**src/rtl/l1_window_accumulator_pkg.sv**
```systemverilog
// Shared types and width helpers for the L1 window accumulator.
// Holds the FSM state encoding and the result-width derivation.
package l1_window_accumulator_pkg;

    typedef enum logic {
        ST_ACCUM = 1'b0,
        ST_HOLD  = 1'b1
    } state_e;

    // Result width: M magnitudes of at most 2^(N-1) each fit in N + clog2(M) bits.
    function automatic int result_width(input int n, input int m);
        return n + $clog2(m);
    endfunction

    function automatic int count_width(input int m);
        return $clog2(m);
    endfunction

endpackage

```
**src/rtl/l1_window_accumulator_mag.sv**
```systemverilog
// Purely combinational two's-complement magnitude.
// The most negative input maps to 2^(N-1), which still fits in N unsigned bits.
module sample_magnitude #(
    parameter int N = 8
) (
    input  logic signed [N-1:0] sample_i,
    output logic        [N-1:0] mag_o
);

    always_comb begin
        if (sample_i[N-1]) begin
            mag_o = ~sample_i + 1'b1;
        end else begin
            mag_o = sample_i;
        end
    end

endmodule

```
**src/rtl/l1_window_accumulator.sv**
```systemverilog
// Accumulates the magnitudes of M accepted samples and presents the sum
// through a valid/ready output handshake; input stalls while a result is held.
module l1_window_accumulator
    import l1_window_accumulator_pkg::*;
#(
    parameter int N = 8,
    parameter int M = 4
) (
    input  logic                          clk,
    input  logic                          rst,
    input  logic                          clear,
    input  logic                          in_valid,
    output logic                          in_ready,
    input  logic signed [N-1:0]           sample,
    output logic                          out_valid,
    input  logic                          out_ready,
    output logic [result_width(N, M)-1:0] sum
);

    localparam int W     = result_width(N, M);
    localparam int CNT_W = count_width(M);
    localparam logic [CNT_W-1:0] LAST_CNT = CNT_W'(M - 1);

    state_e           state_q, state_d;
    logic [W-1:0]     acc_q, acc_d;
    logic [W-1:0]     sum_q, sum_d;
    logic [CNT_W-1:0] cnt_q, cnt_d;
    logic [N-1:0]     mag;
    logic [W-1:0]     mag_ext;
    logic             accept;
    logic             last;

    sample_magnitude #(.N(N)) u_mag (
        .sample_i (sample),
        .mag_o    (mag)
    );

    assign mag_ext = {{(W - N){1'b0}}, mag};
    // clear takes precedence over a sample offered in the same cycle
    assign accept  = (state_q == ST_ACCUM) && in_valid && !clear;
    assign last    = (cnt_q == LAST_CNT);

    always_ff @(posedge clk) begin
        if (rst) begin
            state_q <= ST_ACCUM;
            acc_q   <= '0;
            cnt_q   <= '0;
            sum_q   <= '0;
        end else begin
            state_q <= state_d;
            acc_q   <= acc_d;
            cnt_q   <= cnt_d;
            sum_q   <= sum_d;
        end
    end

    always_comb begin
        state_d = state_q;
        case (state_q)
            ST_ACCUM: if (accept && last) state_d = ST_HOLD;
            ST_HOLD:  if (out_ready)      state_d = ST_ACCUM;
            default:                      state_d = ST_ACCUM;
        endcase
    end

    always_comb begin
        acc_d = acc_q;
        cnt_d = cnt_q;
        sum_d = sum_q;
        if (state_q == ST_ACCUM) begin
            if (clear) begin
                acc_d = '0;
                cnt_d = '0;
            end else if (accept) begin
                if (last) begin
                    sum_d = acc_q + mag_ext;
                    acc_d = '0;
                    cnt_d = '0;
                end else begin
                    acc_d = acc_q + mag_ext;
                    cnt_d = cnt_q + 1'b1;
                end
            end
        end
    end

    always_comb begin
        in_ready  = (state_q == ST_ACCUM);
        out_valid = (state_q == ST_HOLD);
    end

    assign sum = sum_q;

endmodule

```
**config.mk**
```make
export PLATFORM = sky130hd
export DESIGN_NAME = l1_window_accumulator
export DESIGN_NICKNAME = d
export VERILOG_FILES = /design/src/rtl/l1_window_accumulator_pkg.sv /design/src/rtl/l1_window_accumulator_mag.sv /design/src/rtl/l1_window_accumulator.sv
export SDC_FILE = /design/constraint.sdc
export NUM_CORES = 1
export LEC_CHECK = 0
export CAP_MARGIN = 20
export CORE_MARGIN = 2
export CORE_UTILIZATION = 52
export DETAILED_ROUTE_END_ITERATION = 8
export PLACE_DENSITY = 0.78
export SETUP_SLACK_MARGIN = 0.02
export SLEW_MARGIN = 0
export SYNTH_ARGS = -nofsm -noshare
export SYNTH_HDL_FRONTEND = slang
export SYNTH_SLANG_ARGS = --single-unit
```
**constraint.sdc**
```tcl
create_clock -name clk -period 2.81 [get_ports clk]
set_clock_uncertainty 0.05 [all_clocks]
set_input_delay 0.281 -clock clk [delete_from_list [all_inputs] [get_ports clk]]
set_output_delay 0.281 -clock clk [all_outputs]
set_load 0.01 [all_outputs]
```
After elaboration in Yosys (flattened, before gate mapping)

Index checks and enable logic that the tools add are counted.

$add $sub $neg: 3
Multipliers: 0
Div/mod/pow operators: 0
$lt $le $gt $ge: 0
Equality and inequality tests: 1
Shift-type cells: 0
Muxes and demuxes: 10
Bitwise gates (word level): 3
Reductions and logical operators: 7

Operators with widths:

| kind                  | number |
|---|---|
| $mux W10              | 3 |
| $add A10 B8 Y10       | 1 |
| $add A8 B1 Y8 const B | 1 |
| $mux W8               | 1 |
| $not A8 Y8            | 1 |
| $mux W2               | 3 |
| $reduce_and A4 Y1     | 1 |
| $logic_and A1 B1 Y1   | 3 |
| $add A2 B1 Y2 const B | 1 |
| $eq A2 B2 Y1 const B  | 1 |
| $mux W1               | 2 |
| $not A1 Y1            | 2 |
| $pmux W1 S2           | 1 |
| $reduce_and A2 Y1     | 1 |
| $reduce_bool A2 Y1    | 1 |
| $logic_not A1 Y1      | 1 |

Register bits: 23
Bits in latches: 0
Memory bits (writable): 0
ROM bits: 0
Input port bits: 13
Output and inout port bits: 12
Logic and storage cells: 28
Memories kept: 0

Depth between registers and ports, before layout

Depth after elaboration: 7
Gate-level depth with buffers: 12
Mapped depth without buffers: 11

Hierarchy

A second synthesis with hierarchy kept.

Cell total of the unflattened synthesis: 184
Area total of the unflattened synthesis: 1486.4 um2

Modules (own cells, without submodules):

| module                | instances | cells an instance | area an instance (um2) | sequential area each (um2) |
|---|---|---|---|---|
| l1_window_accumulator | 1         | 163               | 1340.0                 | 460.4 |
| sample_magnitude      | 1         | 21                | 146.4                  | 0.0 |

Worst setup path before layout

OpenSTA, ideal clock, no wires.

Path kind: input port to flip-flop
Start: input sample[0]
End: register sum_q[8] (netlist: sum[8])
Library setup time: 0.056 ns
Arrival: 2.166 ns
Data required time: 2.704 ns
Slack: 0.538 ns
Stages: 10
Path buffers: 0
Path through: inv_1 > ha_1 > nand2b_1 > xnor2_1 > ha_1 > nor2b_4 > o31a_2 > o221a_2 > nor4b_1 > a211o_2

Longest elaborated chain between the ends: 4

RTL lines:

| element              | line                            | source |
|---|---|---|
| from (decl)          | l1_window_accumulator.sv:14     | `input logic signed [N-1:0] sample,` |
| $not A8 Y8           | l1_window_accumulator_mag.sv:12 | `mag_o = ~sample_i + 1'b1;` |
| $add A8 B1 Y8        | l1_window_accumulator_mag.sv:12 |  |
| $mux W8 *            | l1_window_accumulator_mag.sv:11 | `if (sample_i[N-1]) begin` |
| $add A10 B8 Y10 *    | l1_window_accumulator.sv:76     | `sum_d = acc_q + mag_ext;` |
| to (signal assigned) | l1_window_accumulator.sv:53     | `sum_q <= sum_d;` |
| to (decl)            | l1_window_accumulator.sv:26     | `logic [W-1:0] sum_q, sum_d;` |

Mark *: on every way between the ends. The rest lies on a longest branch, timed or not.
A chain may end at the register's enable or synchronous reset.

Final worst setup path

Ends and elaborated chain as after synthesis.

==> impl_metrics.ini <==
[status]
status = completed

[cells_and_area]
mostFrequentLayoutCells = nand2_1 (28), clkdlybuf4s50_1 (24), dfxtp_1 (23)
finalNonFillerCells = 250
fillers = 231
area_growth_pct = 26.04
utilization_pct = 68.37
final_common_cell = nand2_1
fin_nets = 244
drive_above_1_share_pct = 12.33
antenna_cells = 0

[synthesis]
avgSynthCellArea_um2 = 7.947
mappedNetlistArea_um2 = 1470
synth_top_area_cell = dfxtp_1
synth_top_cell_area_share_pct = 31.32
yosysSeqAreaShare_pct = 31.32
yosys_warnings = 0
syn_inst = 185
synth.distinct_cells = 46
synth-seq-cells = 23
netlist_top_cells_area = dfxtp_1 (31%), ha_1 (8.5%), nand2_1 (7.1%)
syn-num-nets = 209

[sta]
max_slew_margin_pct = 41.84
fmax_mhz = 380.2
worst_pin_slew_ns = 0.8697
finalHoldViolCount = 0
final-setup-viol-count = 0
finalCritPeriodShare_pct = 93.61
rsz0062_at_grt = yes
final_max_slew_viol_count = 0
fin_hold_ws_ns = 0.4129
post-route-min-period_ns = 2.630

[power_and_ir_drop]
p_leak_nw = 0.7309
powerDensity_nw_per_um2 = 364.2
total_power_uw = 674.9
ir_drop_mv = 0.3861

[clock_network]
htree_levels = 1
cts_buffers = 3
clock_path_buffers = 2
cts_hold_buf = 0
insertion_delay_ns = 0.30
cts.sinks = 23
post_cts_buffers = 0
clockRootBuffer = clkbuf_4
cts_tree = built
cts-resized-gates = 0
clk_pin_slew_ns = 0.12

[setup_path]
endpoint_kind = register
r2r_slack_ns = 0.64
cp.required_ns = 3.03
crit_path_max_fanout = 3
cp_data_arrival_time_ns = 2.85
crit_type = in -> reg
cp-start-kind = primary input

[floorplanning]
fp.dieH_um = 57.17
die_width_um = 57.17
core_um2 = 2710
rows = 19
ios = 25
dieArea_um2 = 3268
start_util_pct = 54.25

[min_path]
hold_path.class = reg -> reg

[placed_design]
place_congestion = 0.7856
dp.cells = 246
place_hpwl_um = 2781
io_buffers = 24

[job]
maxCapViolCount = 0

[detailed_routing]
drt-total-wl_um = 3589
vias_per_cell = 5.896
drtIter0Drc = 61
num_vias = 1474
ant_nets = 0
wl_per_cell_um = 14.36
dr.pass1.iters = 4
remaining_drc_errors = 0

[global_routing]
grt_use_total_pct = 23.36
grt_max_degree = 26
grt_overflow = 0
first_global_vias = 1450
grt_pass1_wl_um = 6113
antenna_found_initial = 0
==> worst max-delay path, stage by stage <==
cell and delay [ns]:
clkdlybuf4s50_1 0.48, inv_1 0.05, ha_1 0.22, nand2b_1 0.16, xnor2_1 0.18, ha_1 0.30
nor2b_4 0.15, o31a_2 0.32, o221a_2 0.30, nor4b_1 0.26, a211o_2 0.15
==> kinds of logic (layout without fill, tap and decap cells) <==
logic type               Yosys count  after routing  share of synthesized area (%)
AO/OA/AOI/OAI                     48             48                          21.79
flip-flops                        23             23                          31.32
buffers and inverters             16             50                          4.680
adder cells (fa/ha/maj)           11             11                          9.872
multiplexers                       2              2                          1.362
XOR/XNOR                           7              7                          4.170
AND/OR/NAND/NOR                   78             78                          26.81
==> power breakdown <==
group | leakage (nW) | internal [mW] | switching (mW)
sequential | 0.186 | 0.333 | 0.00459
clock | 0.0150 | 0.0554 | 0.0937
combinational | 0.530 | 0.0892 | 0.0994
total | 0.731 | 0.477 | 0.198
==> worst paths after layout <==
path                                             from                   to  depth (start not counted)
worst min-delay path              sum[7]$_SDFFE_PP0P_  sum[7]$_SDFFE_PP0P_                          2
worst max-delay path                        sample[0]  sum[8]$_SDFFE_PP0P_                         11
worst min register to register    sum[7]$_SDFFE_PP0P_  sum[7]$_SDFFE_PP0P_                          2
worst max register to register  acc_q[0]$_SDFFE_PP0P_  sum[8]$_SDFFE_PP0P_                          8
==> sequential cells by signal, indices dropped and copies added (netlist names) <==
register,cells
acc_q,10
sum,10
cnt_q,2
out_valid,1
==> final cells by class <==
type / instances / area [µm²] / share of cell area [%]
multi-input cells: 146 / 952.2 / 51.38
flip-flops and latches: 23 / 460.4 / 24.85
repair buffers: 38 / 345.3 / 18.64
well taps: 31 / 38.79 / 2.093
inverters: 8 / 30.03 / 1.621
clock buffers: 4 / 26.28 / 1.418
==> synth_stat cells, drive strengths merged <==
library cell / count
or2: 1
nor4: 1
o21a: 1
a22oi: 6
nand2: 28
nor2: 18
o311ai: 2
a31oi: 1
nor2b: 4
or4: 1
dfxtp: 23
inv: 8
or3: 1
xnor2: 6
nand3: 6
a211oi: 4
nor3: 3
buf: 3
nor4b: 2
o31a: 1
o211ai: 1
nand2b: 3
a21oi: 17
a21o: 2
a21boi: 1
o21ai: 7
or3b: 1
and4b: 1
mux2i: 2
o221a: 1
a211o: 1
xor2: 1
nand3b: 2
clkbuf: 5
nor3b: 3
a311oi: 1
o31ai: 2
ha: 10
nand4: 1
fa: 1
and2: 2
==> routing by layer <==
layer | up-vias | global-route usage, % | part of all wire (%)
li1 | 724 | - | -
met4 | 0 | 8.306 | 2.6
met2 | 37 | 41.38 | 52
met5 | - | 0 | 0
met1 | 702 | 27.52 | 42
met3 | 11 | 5.442 | 3.3
==> metrics by stage <==
step	area, µm²	worst slack [ns]	TNS, ns
floorplan	1470	0.5378	0
global placement	1815	-0.1726	-0.4565
detailed placement	1815	-0.2654	-0.9821
CTS	1842	0.03324	0
global route	1853	0.004688	0
finish	1853	0.1796	0
Note: power is estimated with default switching activity, not from simulation.
==> RTL edit 1, RTL diff (config.mk and constraints unchanged) <==
Reset style: asynchronous (`rst`), changed in one clocked block.
--- a/src/rtl/l1_window_accumulator.sv
+++ b/src/rtl/l1_window_accumulator.sv
@@ -40,7 +40,7 @@
     assign accept  = (state_q == ST_ACCUM) && in_valid && !clear;
     assign last    = (cnt_q == LAST_CNT);
 
-    always_ff @(posedge clk) begin
+    always_ff @(posedge clk or posedge rst) begin
         if (rst) begin
             state_q <= ST_ACCUM;
             acc_q   <= '0;
Check against the original RTL: not equivalent (Yosys sat finds a counterexample within 10 cycles, from zero or initial values and one cycle with rst high; the reset may be asserted at any time).
==> RTL edit 1 against the original RTL <==
- final area decreased by 1.3%
- sequential cell count unchanged
- hold slack got worse by 0.044 ns
- wire length shrank 12%
- global-route usage shrank 2.5 points
- area after synthesis shrank 5.4%
- setup slack worse by 0.025 ns
- maximum frequency shrank 0.96%
- core utilization grew 4.8 points
- critical endpoint is now acc_q[6]
- largest cell class unchanged
Power is not compared: it rests on default switching activity, and its combinational part moved more than twofold at a synthesized area within 25%.
==> RTL edit 1: results <==
metrics = {
    "min_path": {
        "min-delay-path-class": "in -> async",
    },
    "power": {
        "p_int_w": 0.000642,
        "peakVddDrop_mv": 0.403,
        "p_leak_nw": 0.848,
    },
    "critical_path": {
        "reg2regPathDepth": 8,
        "slowest_delay_ns": 0.48,
        "cpMaxStageDelayCell": "clkdlybuf4s50_1",
        "worstPathArrival_ns": 2.83,
        "r2r-start": "acc_q[0]",
        "regToRegSetupSlack_ns": 0.63,
        "cp_max_fo": 3,
        "rr_endpoint": "acc_q[6]",
    },
    "grt": {
        "grt_pass1_wl_um": 5240,
        "grt_max_degree": 24,
        "track_usage_pct": 20.8,
        "grt_pass1_vias": 1161,
        "antenna_found_initial": 0,
    },
    "synth": {
        "yosys_warnings": 0,
        "synthArstFlopShare_pct": 100,
        "synth.area.top_cells": "dfrtp_1 41%, ha_1 9.0%, o21ai_0 5.8%",
        "synth.distinct_cells": 34,
        "yosysSeqAreaShare_pct": 41.4,
        "synth_common_cells": "23 x dfrtp_1, 16 x o21ai_0, 14 x nand2_1",
        "syn_nets": 168,
    },
    "placement": {
        "dp_hpwl_um": 2510,
        "io_buffers": 24,
        "pre_cts_ws_ns": -0.179,
        "gp_congestion": 0.852,
        "place_area_um2": 1800,
    },
    "clocking": {
        "clockBufferDepth": 2,
        "cts_root_buffer": "clkbuf_4",
        "clk_pin_slew_worst_paths_ns": 0.13,
        "cts-buffers-inserted": 3,
        "cts_setup_buffers": 0,
        "h-tree-depth": 1,
        "insertion_delay_ns": 0.31,
    },
    "final_layout": {
        "fill_cells": 180,
        "drive_gt1_share_pct": 15.5,
        "diodes": 0,
        "final_nets": 212,
    },
    "route": {
        "firstDrtPassIters": 5,
        "vias_per_cell": 5.57,
        "drt_iter0_drc": 19,
        "finalWirelength_um": 3150,
    },
    "sta": {
        "relSlewSlack_pct": 43.3,
    },
    "status": {
        "outcome": "finished, final reports clean",
    },
}
[RTL edit 1: cell types whose count changed in the layout (fill, tap and decap cells not counted), moves of 6 or more]
cell     change
a21oi_1     -13
a22oi_1      -6
o21ai_0     +10
nor2_1      -12
nand2_1     -14
dfxtp_1     -23
dfrtp_1     +23
a22o_1       +6
[RTL edit 1: cell type report]
type	instances	area (um^2)	share of cell area, %
Clock buffer	4	26.3	1.44
Sequential cell	23	576	31.5
Multi-Input combinational cell	108	773	42.3
Inverter	9	33.8	1.85
Tap cell	30	37.5	2.05
Timing Repair Buffer	43	383	20.9
[RTL edit 1: critical path, delay by kind of cell]
kind,cells,cell delay [ns]
AO/OA/AOI/OAI,3,0.72
AND/OR/NAND/NOR,3,0.66
buffers and inverters,2,0.53
adder cells (fa/ha/maj),2,0.51
XOR/XNOR,1,0.14
[RTL edit 1: timing repair]
item / in CTS / in global routing
resized for setup: 0 / 1
endpoints found under the setup margin: 0 / 4
hold buffers: 0 / 0
[RTL edit 1: worst max path at each step]
| stage | from | end | slack (ns) |
|---|---|---|---|
| after floorplan | sample[0] | acc_q[6] | 0.42 |
| after global placement | sample[0] | acc_q[6] | -0.11 |
| after detailed placement | sample[3] | sum[9] | -0.18 |
| after CTS | sample[3] | sum[9] | 0.16 |
| after global routing | sample[0] | acc_q[6] | 0.05 |
| final | sample[0] | acc_q[6] | 0.15 |
[RTL edit 1: metal layers]
| layer | global-route usage, % | vias up | wire length (um) |
|---|---|---|---|
| li1 | - | 601 | - |
| met1 | 27.1 | 586 | 1440 |
| met2 | 37.9 | 20 | 1610 |
| met3 | 2.33 | 2 | 89 |
| met4 | 3.14 | 0 | 11 |
| met5 | 0 | - | 0 |
[RTL edit 1: cell families (layout without fill, tap and decap cells)]
group	after synthesis	after routing	share of synthesized area [%]
and+or+nand+nor	41	41	14.8
AOI/OAI and AO/OA	40	40	18.9
DFF	23	23	41.4
muxes	5	5	4.05
adders and majority gates	11	11	10.4
xor gates and xnor gates	11	11	6.93
buffers and inverters	13	56	3.51
[RTL edit 1: power groups by stage]
stage,sequential [W],combinational (W),clock [W]
floorplan,0.000420,0.000198,0
global placement,0.000410,0.000362,0
detailed placement,0.000413,0.000378,0
CTS,0.000406,0.000383,0.000158
global route,0.000412,0.000419,0.000175
finish,0.000406,0.000383,0.000162
[RTL edit 1: stage by stage]
stage / hold WS [ns] / utilization, % / total power (W) / instances / TNS (ns)
after CTS: 0.411 / 72.9 / 0.000946 / 217 / 0
after detailed placement: 0.419 / 71.9 / 0.000791 / 213 / -1.16
final: 0.369 / 73.2 / 0.000951 / 217 / 0
after global routing: 0.454 / 73.2 / 0.00101 / 217 / 0
after floorplan: 0.233 / - / 0.000617 / 144 / 0
after global placement: 0.411 / 71.9 / 0.000772 / 213 / -0.281
==> RTL edit 2, RTL diff (same settings) <==
Made on the original files. Set the parameter `M` to 8 (it was 4).
--- a/src/rtl/l1_window_accumulator.sv
+++ b/src/rtl/l1_window_accumulator.sv
@@ -4,7 +4,7 @@
     import l1_window_accumulator_pkg::*;
 #(
     parameter int N = 8,
-    parameter int M = 4
+    parameter int M = 8
 ) (
     input  logic                          clk,
     input  logic                          rst,
Ports: changed (resized sum); port bits go from 25 to 26. No check against the original RTL was run, so the function may have changed too.
==> RTL edit 2 against the original RTL <==
- area after synthesis is 11% higher
- total power is 24% higher
- wire length is 12% higher
- setup slack worse by 0.063 ns
- non-clock buffer count is 6 higher
- synthesized cell count is 5.4% higher
- clock power is 79% higher
- sequential cell count is 3 higher
- sequential power is 13% higher
- final area is 12% higher
- sequential share of layout area is 0.23 points higher
- maximum frequency is 2.3% lower
- highest routed layer unchanged
==> RTL edit 2: results <==
metrics = {
    "synth": {
        "syn_avg_cell_area_um2": 8.34,
        "synth.area.top_cells": "dfxtp_1 32%, ha_1 9.2%, a21oi_1 5.5%",
        "synth_common_cells": "26 x dfxtp_1, 22 x nand2_1, 22 x nor2_1",
        "synth.distinct_cells": 46,
        "yosysSeqAreaShare_pct": 32.0,
        "syn_nets": 221,
    },
    "clocking": {
        "cts_root_buffer": "clkbuf_4",
        "insertion_delay_ns": 0.33,
        "clk_pin_slew_worst_paths_ns": 0.15,
    },
    "route": {
        "vias_per_cell": 5.86,
        "drt_iter0_drc": 88,
        "vias": 1553,
        "finalWirelength_um": 4020,
    },
    "grt": {
        "grt_pass1_wl_um": 6750,
        "grt_pass1_vias": 1554,
        "track_usage_pct": 24.3,
    },
    "power": {
        "switching_power_w": 0.000226,
        "peakVddDrop_mv": 0.234,
        "p_leak_nw": 0.806,
    },
    "placement": {
        "gp_congestion": 0.842,
        "dp_cells": 260,
        "pre_cts_ws_ns": -0.181,
        "place_area_um2": 2000,
        "dp_hpwl_um": 2990,
        "io_buffers": 25,
    },
    "critical_path": {
        "regToRegSetupSlack_ns": 0.57,
        "crit_start": "sample[1]",
        "cp_max_fo": 4,
        "critPathCapture": "acc_q[10]",
        "worstPathArrival_ns": 2.90,
    },
    "final_layout": {
        "fill_cells": 239,
        "drive_gt1_share_pct": 14.2,
    },
    "sta": {
        "setup_ws_ns": 0.117,
        "tightest_slew_ns": 0.663,
    },
    "status": {
        "outcome": "finished, final reports clean",
    },
}
==> RTL edit 2: changes by cell type after synthesis, moves of 3 or more <==
cell     unedited run  this run
dfxtp_1            23        26
nand2_1            28        22
nand3_1             6         1
nor2_1             18        22
nor4_1              1         4
o21ai_1             0         3
==> RTL edit 2: worst min path at each step <==
| stage | from | endpoint | slack [ns] | cells after the start |
|---|---|---|---|---|
| 3_3_place_gp | sum[8] | sum[8] | 0.39 | 2 |
| 2_1_floorplan | acc_q[0] | acc_q[0] | 0.41 | 2 |
| 4_1_cts | sum[2] | sum[2] | 0.42 | 2 |
| 6_report | sum[8] | sum[8] | 0.41 | 2 |
| 3_5_place_dp | sum[8] | sum[8] | 0.39 | 2 |
| 5_1_grt | sum[4] | sum[4] | 0.44 | 2 |
==> RTL edit 2: layout make-up <==
cell class | count | area, um^2 | share of cell area, %
multi-input cells | 151 | 1040 | 50.1
clock buffers | 3 | 22.5 | 1.08
clock inverters | 1 | 30.0 | 1.45
well taps | 33 | 41.3 | 1.99
inverters | 7 | 26.3 | 1.27
flip-flops and latches | 26 | 520 | 25.1
repair buffers | 44 | 395 | 19.0
==> RTL edit 2: timing repair <==
action / in CTS / in global routing
setup buffers: 0 / 1
resized for setup: 0 / 7
hold buffers: 0 / 0
endpoints found under the setup margin: 0 / 3
==> RTL edit 2: metal layers <==
layer	vias to the layer above	global-route usage (%)	part of all wire, %
met5	-	0	0
met4	0	7.30	0.52
met3	2	2.60	4.4
met2	38	46.1	55
met1	746	27.9	40
li1	767	-	-
==> RTL edit 2: logic make-up (layout without fill, tap and decap cells) <==
| kind of cell | count (synthesis) | count (layout) | synth area share (%) |
|---|---|---|---|
| AO/OA/AOI/OAI | 49 | 49 | 22.1 |
| XOR/XNOR | 9 | 9 | 4.85 |
| adder cells (fa/ha/maj) | 13 | 13 | 10.5 |
| buffers and inverters | 18 | 55 | 5.08 |
| flip-flops | 26 | 26 | 32.0 |
| multiplexers | 1 | 1 | 0.615 |
| AND/OR/NAND/NOR | 79 | 79 | 24.9 |
==> RTL edit 2: worst max-delay path, cell delays in order <==
cell and delay, ns:
clkdlybuf4s50_1 0.41, or3_1 0.43, o31ai_1 0.26, xnor2_1 0.12, ha_1 0.35, nand4_1 0.19
a211oi_2 0.28, nor2_2 0.08, or3_1 0.31, a31oi_1 0.19
==> RTL edit 2: power groups by stage <==
stage,Sequential (W),Clock (W),Combinational (W)
global route,0.000382,0.000275,0.000208
CTS,0.000380,0.000264,0.000186
global placement,0.000388,0,0.000176
detailed placement,0.000388,0,0.000184
finish,0.000381,0.000266,0.000189
floorplan,0.000387,0,0.000110
